`config.mk`:
```
export PLATFORM = sky130hd
export DESIGN_NAME = snake_engine
export DESIGN_NICKNAME = d
export VERILOG_FILES = /design/src/rtl/snake_engine.sv
export SDC_FILE = /design/constraint.sdc
export NUM_CORES = 2
export LEC_CHECK = 0
export ABC_CLOCK_PERIOD_IN_PS = 10200
export CORE_MARGIN = 2
export CORE_UTILIZATION = 32
export CTS_CLUSTER_DIAMETER = 80
export CTS_CLUSTER_SIZE = 24
export DETAILED_ROUTE_END_ITERATION = 16
export PLACE_DENSITY = 0.48
export SLEW_MARGIN = 20
export SYNTH_ARGS = -nofsm -noshare
export SYNTH_HDL_FRONTEND = slang
export SYNTH_SLANG_ARGS = --single-unit
```
`constraint.sdc`:
```
create_clock -name clk -period 10.2 [get_ports clk]
set_input_delay 1.53 -clock clk [delete_from_list [all_inputs] [get_ports clk]]
set_output_delay 1.53 -clock clk [all_outputs]
set_load 0.02 [all_outputs]
```
`src/rtl/snake_engine.sv`:
```
// snake_engine: grid snake game core; segments live in a circular buffer,
// collisions are resolved against an occupancy bitmap of the grid.
module snake_engine #(
  parameter int GRID_W = 16,
  parameter int GRID_H = 16,
  parameter int MAX_LEN = 128,
  parameter int WRAP = 0,
  localparam int XW = $clog2(GRID_W),
  localparam int YW = $clog2(GRID_H),
  localparam int LW = $clog2(MAX_LEN + 1)
) (
  input  logic                           clk,
  input  logic                           rst,
  input  logic                           enable,
  input  logic                           start,
  input  logic [1:0]                     direction,
  input  logic [XW-1:0]                  apple_x,
  input  logic [YW-1:0]                  apple_y,
  output logic [XW-1:0]                  head_x,
  output logic [YW-1:0]                  head_y,
  output logic [LW-1:0]                  snake_length,
  output logic                           apple_eaten,
  output logic                           dead,
  output logic [1:0]                     state,
  output logic [GRID_W-1:0][GRID_H-1:0]  RedPixels,
  output logic [GRID_W-1:0][GRID_H-1:0]  GrnPixels
);
  localparam int PW = $clog2(MAX_LEN);
  localparam logic [XW-1:0] X0 = XW'(GRID_W / 2);
  localparam logic [YW-1:0] Y0 = YW'(GRID_H / 2);

  typedef enum logic [1:0] {IDLE = 2'b00, RUN = 2'b01, DEAD = 2'b10} state_t;
  state_t cur, nxt;

  logic [XW-1:0] seg_x [MAX_LEN];
  logic [YW-1:0] seg_y [MAX_LEN];
  logic [PW-1:0] hp, tp;
  logic [1:0] heading, dir_eff;
  logic [GRID_W-1:0][GRID_H-1:0] occ;
  logic [XW-1:0] nx;
  logic [YW-1:0] ny;
  logic off, at_apple, grow, on_tail, hit, fatal, step, reload;

  assign state = cur;
  assign dead = cur == DEAD;
  assign step = cur == RUN && enable;
  assign reload = cur == DEAD && start;

  // opposite headings share bit 1 and differ in bit 0
  always_comb begin
    dir_eff = (direction[1] == heading[1] && direction[0] != heading[0]) ? heading : direction;
    nx = dir_eff == 2'b00 ? head_x - XW'(1) : dir_eff == 2'b01 ? head_x + XW'(1) : head_x;
    ny = dir_eff == 2'b10 ? head_y - YW'(1) : dir_eff == 2'b11 ? head_y + YW'(1) : head_y;
    off = (dir_eff == 2'b00 && head_x == '0) || (dir_eff == 2'b01 && head_x == XW'(GRID_W - 1)) ||
          (dir_eff == 2'b10 && head_y == '0) || (dir_eff == 2'b11 && head_y == YW'(GRID_H - 1));
    at_apple = nx == apple_x && ny == apple_y;
    grow = at_apple && snake_length < LW'(MAX_LEN);
    on_tail = nx == seg_x[tp] && ny == seg_y[tp];
    hit = occ[nx][ny] && !(on_tail && !grow);
    fatal = (off && WRAP == 0) || hit;
    nxt = (cur == IDLE && start) ? RUN : (step && fatal) ? DEAD : reload ? IDLE : cur;
  end

  always_comb begin
    GrnPixels = '0;
    GrnPixels[head_x][head_y] = 1'b1;
    RedPixels = occ & ~GrnPixels;
    RedPixels[apple_x][apple_y] = 1'b1;
  end

  always_ff @(posedge clk or posedge rst)
    if (rst) cur <= IDLE;
    else cur <= nxt;

  always_ff @(posedge clk or posedge rst)
    if (rst) begin
      for (int i = 0; i < 3; i++) begin
        seg_x[i] <= X0 - XW'(2 - i);
        seg_y[i] <= Y0;
      end
      tp <= '0;
      hp <= PW'(2);
      head_x <= X0;
      head_y <= Y0;
      heading <= 2'b01;
      snake_length <= LW'(3);
      apple_eaten <= 1'b0;
      occ <= '0;
      occ[X0][Y0] <= 1'b1;
      occ[X0 - XW'(1)][Y0] <= 1'b1;
      occ[X0 - XW'(2)][Y0] <= 1'b1;
    end else if (reload) begin
      for (int i = 0; i < 3; i++) begin
        seg_x[i] <= X0 - XW'(2 - i);
        seg_y[i] <= Y0;
      end
      tp <= '0;
      hp <= PW'(2);
      head_x <= X0;
      head_y <= Y0;
      heading <= 2'b01;
      snake_length <= LW'(3);
      apple_eaten <= 1'b0;
      occ <= '0;
      occ[X0][Y0] <= 1'b1;
      occ[X0 - XW'(1)][Y0] <= 1'b1;
      occ[X0 - XW'(2)][Y0] <= 1'b1;
    end else begin
      apple_eaten <= 1'b0;
      if (step && !fatal) begin
        seg_x[hp + PW'(1)] <= nx;
        seg_y[hp + PW'(1)] <= ny;
        hp <= hp + PW'(1);
        head_x <= nx;
        head_y <= ny;
        heading <= dir_eff;
        apple_eaten <= at_apple;
        if (grow) snake_length <= snake_length + LW'(1);
        else begin
          tp <= tp + PW'(1);
          occ[seg_x[tp]][seg_y[tp]] <= 1'b0;
        end
        // head set last so a head landing on the vacating tail stays occupied
        occ[nx][ny] <= 1'b1;
      end
    end
endmodule

```
==> flow_metrics.py <==
metrics = {
    "sta": {
        "slew_violations": 0,
        "rsz0062_at_grt": "no",
        "finalHoldViolations": 0,
        "worst_pin_slew_ns": 1.34,
        "fin_setup_tns_ns": 0,
        "worst_slack_ns": 2.83,
        "fin_hold_ws_ns": 0.526,
        "relSlewSlack_pct": 9.58,
        "skew_ns": 0.0641,
        "setup_viol": 0,
        "finalCritPeriodShare_pct": 72.3,
        "fin_crit_ns": 7.37,
        "fmax_mhz": 136,
    },
    "synthesis": {
        "yosysTopAreaCellShare_pct": 48.1,
        "syn-num-nets": 4997,
        "synth-main-ff-cell": "edfxtp_1",
        "netlist_instances": 4971,
        "synth_edf_count": 1000,
        "yosysWarnings": 0,
        "synth_cell_type_count": 95,
        "synth_top_cell_by_area": "edfxtp_1",
        "ys_async_sr_fraction_pct": 24.0,
        "ys_seq_area_share_pct": 60.7,
        "syn_avg_cell_area_um2": 12.6,
        "synth.area.top_cells": "edfxtp_1, dfrtp_1, mux4_2",
        "synth_area_um2": 62500,
        "synth_seq_cells": 1315,
    },
    "final_layout": {
        "regArea_um2": 37900,
        "drive_gt1_share_pct": 11.8,
        "finalInstanceArea_um2": 73300,
        "nNetsFinal": 5326,
        "fill_cells": 18711,
        "final_cells": 7916,
        "syn_to_final_growth_pct": 17.3,
        "layout_common_cells": "edfxtp_1, o21ai_0, clkdlybuf4s50_1",
        "final_common_cell": "edfxtp_1",
        "multi_input_area_um2": 22300,
    },
    "detailed_routing": {
        "viasPerCell": 6.29,
        "wire_per_inst_um": 37.5,
        "antenna_left": 0,
        "drt-total-wl_mm": 297,
        "vias": 49817,
        "post-route-drc-count": 0,
        "first_iter_violations": 7832,
        "first_pass_iters": 8,
    },
    "worst_setup_path": {
        "max_stage_delay_ns": 1.25,
        "worst_path_dominant_cell_family": "buffers and inverters",
        "criticalPathCategory": "input pin to primary output",
        "rrSetupSlack_ns": 3.25,
        "cpMaxStageDelayCell": "o21ai_0",
        "crit_top_cell": "clkdlybuf4s50_1",
        "crit_arrival_ns": 5.84,
        "critPathBufInv": 2,
        "path_cells": "clkdlybuf4s50_1 > nor2b_1 > nand3_1 > o21ai_0 > clkdlybuf4s50_1",
        "worstPathMaxFanout": 16,
        "worst_setup_path_start_kind": "input pin",
        "cp.required_ns": 8.67,
        "end_kind": "primary output",
    },
    "clock_network": {
        "cts_root_buf": "clkbuf_16",
        "cts_buffers": 84,
        "ctsResizeCount": 0,
        "ctsHtreeMaxLevel": 3,
        "postCtsSetupBuffers": 0,
        "clock_path_buffers": 3,
        "cts_tree": "yes",
        "insertion_delay_ns": 0.76,
        "cts.sinks": 1315,
        "path_clk_slew_ns": 0.10,
        "holdBufCountCts": 0,
    },
    "global_routing": {
        "antenna_found_initial": 33,
        "grt_pass1_vias": 46573,
        "grt-ovfl-total": 0,
        "grt_max_degree": 162,
        "grt_pass1_wl_mm": 405,
        "grtUsageTotal_pct": 29.1,
    },
    "floorplan": {
        "die_h_um": 446,
        "core_um2": 194000,
        "initial_core_util_pct": 32.1,
        "rows": 162,
        "io_pins": 546,
        "die-area_um2": 199000,
        "die_w_um": 446,
    },
    "worst_hold_path": {
        "holdCritPathClass": "flip-flop to flip-flop",
    },
    "power": {
        "p_leak_nw": 23.0,
        "irDropWorstVdd_mv": 0.691,
        "powerDensity_nw_per_um2": 276,
    },
    "placed_design": {
        "dp_hpwl_mm": 206,
        "pre_cts_ws_ns": 2.24,
        "placed_area_um2": 70200,
        "gp_congestion": 1.05,
        "io_buffers": 545,
        "placed_cells": 7752,
    },
    "job": {
        "drv_cap": 0,
    },
    "outcome": {
        "status": "complete, no violations",
    },
}
-- layer usage --
layer / vias to the layer above / part of all wire [%] / routed length [µm] / global-route usage [%]
met1: 25693 / 38 / 113000 / 36.7
li1: 19853 / - / - / -
met4: 12 / 8.0 / 23700 / 18.4
met3: 824 / 9.5 / 28200 / 7.42
met2: 3435 / 44 / 132000 / 44.6
met5: - / 0.025 / 73 / 0
-- final cells by class --
class	count	share of cell area, %
inverter	30	0.196
antenna	15	0.0512
sequential	1315	51.8
clock buffer	93	2.99
clock inverter	52	1.02
multi-input combinational	3174	30.4
timing repair buffer	695	9.16
tap	2542	4.34
-- worst register-to-register path, stage by stage, from the launching register on --
cell      delay [ns]
dfrtp_4         0.79
buf_12          0.45
buf_4           0.69
mux4_1          0.66
a22oi_1         0.60
a211o_1         0.34
and4_1          0.41
xnor2_1         0.25
o2111a_1        0.28
and4_4          0.26
o31a_2          0.15
buf_4           0.43
nand4_1         0.17
buf_4           0.32
nor2_1          0.81
-- flip-flops by register name, summed over array words and instances, names as in the netlist --
name	count
hp	7
state	2
seg_x	512
occ	256
head_x	4
head_y	4
seg_y	512
heading	2
tp	7
snake_length	8
apple_eaten	1
-- path summary, 6_finish.rpt --
check	start	end	depth (start not counted)
worst max-delay path	apple_y[0]	RedPixels[62]	5
worst min-delay path	seg_x[500]$_DFFE_PP0P_	seg_x[500]$_DFFE_PP0P_	2
worst max register to register	tp[0]$_DFFE_PP0P_	seg_y[52]$_DFFE_PP_	14
worst min register to register	seg_x[500]$_DFFE_PP0P_	seg_x[500]$_DFFE_PP0P_	2
max in group asynchronous	rst	occ[92]$_DFFE_PP0P_	3
min in group asynchronous	rst	seg_x[507]$_DFFE_PP0P_	2
-- kinds of logic (layout without fill, tap and decap cells) --
| logic type | Yosys count | in the layout | synth area share [%] |
|---|---|---|---|
| other cells | 0 | 15 | 0 |
| flops | 1315 | 1315 | 60.7 |
| buf+inv | 482 | 870 | 3.86 |
| fa+ha+maj | 12 | 12 | 0.240 |
| xor+xnor | 30 | 30 | 0.499 |
| compound gates | 1279 | 1279 | 12.8 |
| mux | 427 | 427 | 11.9 |
| simple gates | 1426 | 1426 | 10.0 |
-- synth_stat cells (18+ instances only) --
master	number
a21oi_1	48
a22oi_1	47
a31oi_1	19
buf_1	19
buf_2	48
buf_4	31
buf_6	29
clkbuf_1	308
dfrtp_1	297
dfstp_2	18
edfxtp_1	1000
inv_1	21
mux2_2	25
mux2i_1	160
mux4_1	24
mux4_2	216
nand2_1	497
nand3_1	118
nand4_1	36
nor2_1	501
nor2b_1	29
nor3_1	92
nor4_1	40
o21ai_0	679
o21ai_1	23
o221ai_1	22
o22ai_1	108
o311ai_0	171
o31ai_1	24
xnor2_1	18
-- metrics by stage --
stage	utilization, %	total power [mW]
finish	37.7	20.2
global route	37.7	20.8
CTS	37.6	20.0
detailed placement	36.1	16.2
global placement	36.1	16.2
floorplan	-	12.6
-- power by group --
part | switching [mW] | total (mW) | leakage (nW) | internal [mW]
logic | 6.76 | 9.11 | 8.32 | 2.34
clock network | 2.10 | 3.87 | 1.43 | 1.77
registers | 0.481 | 7.25 | 13.3 | 6.77
Note: power is estimated with default switching activity, not from simulation.
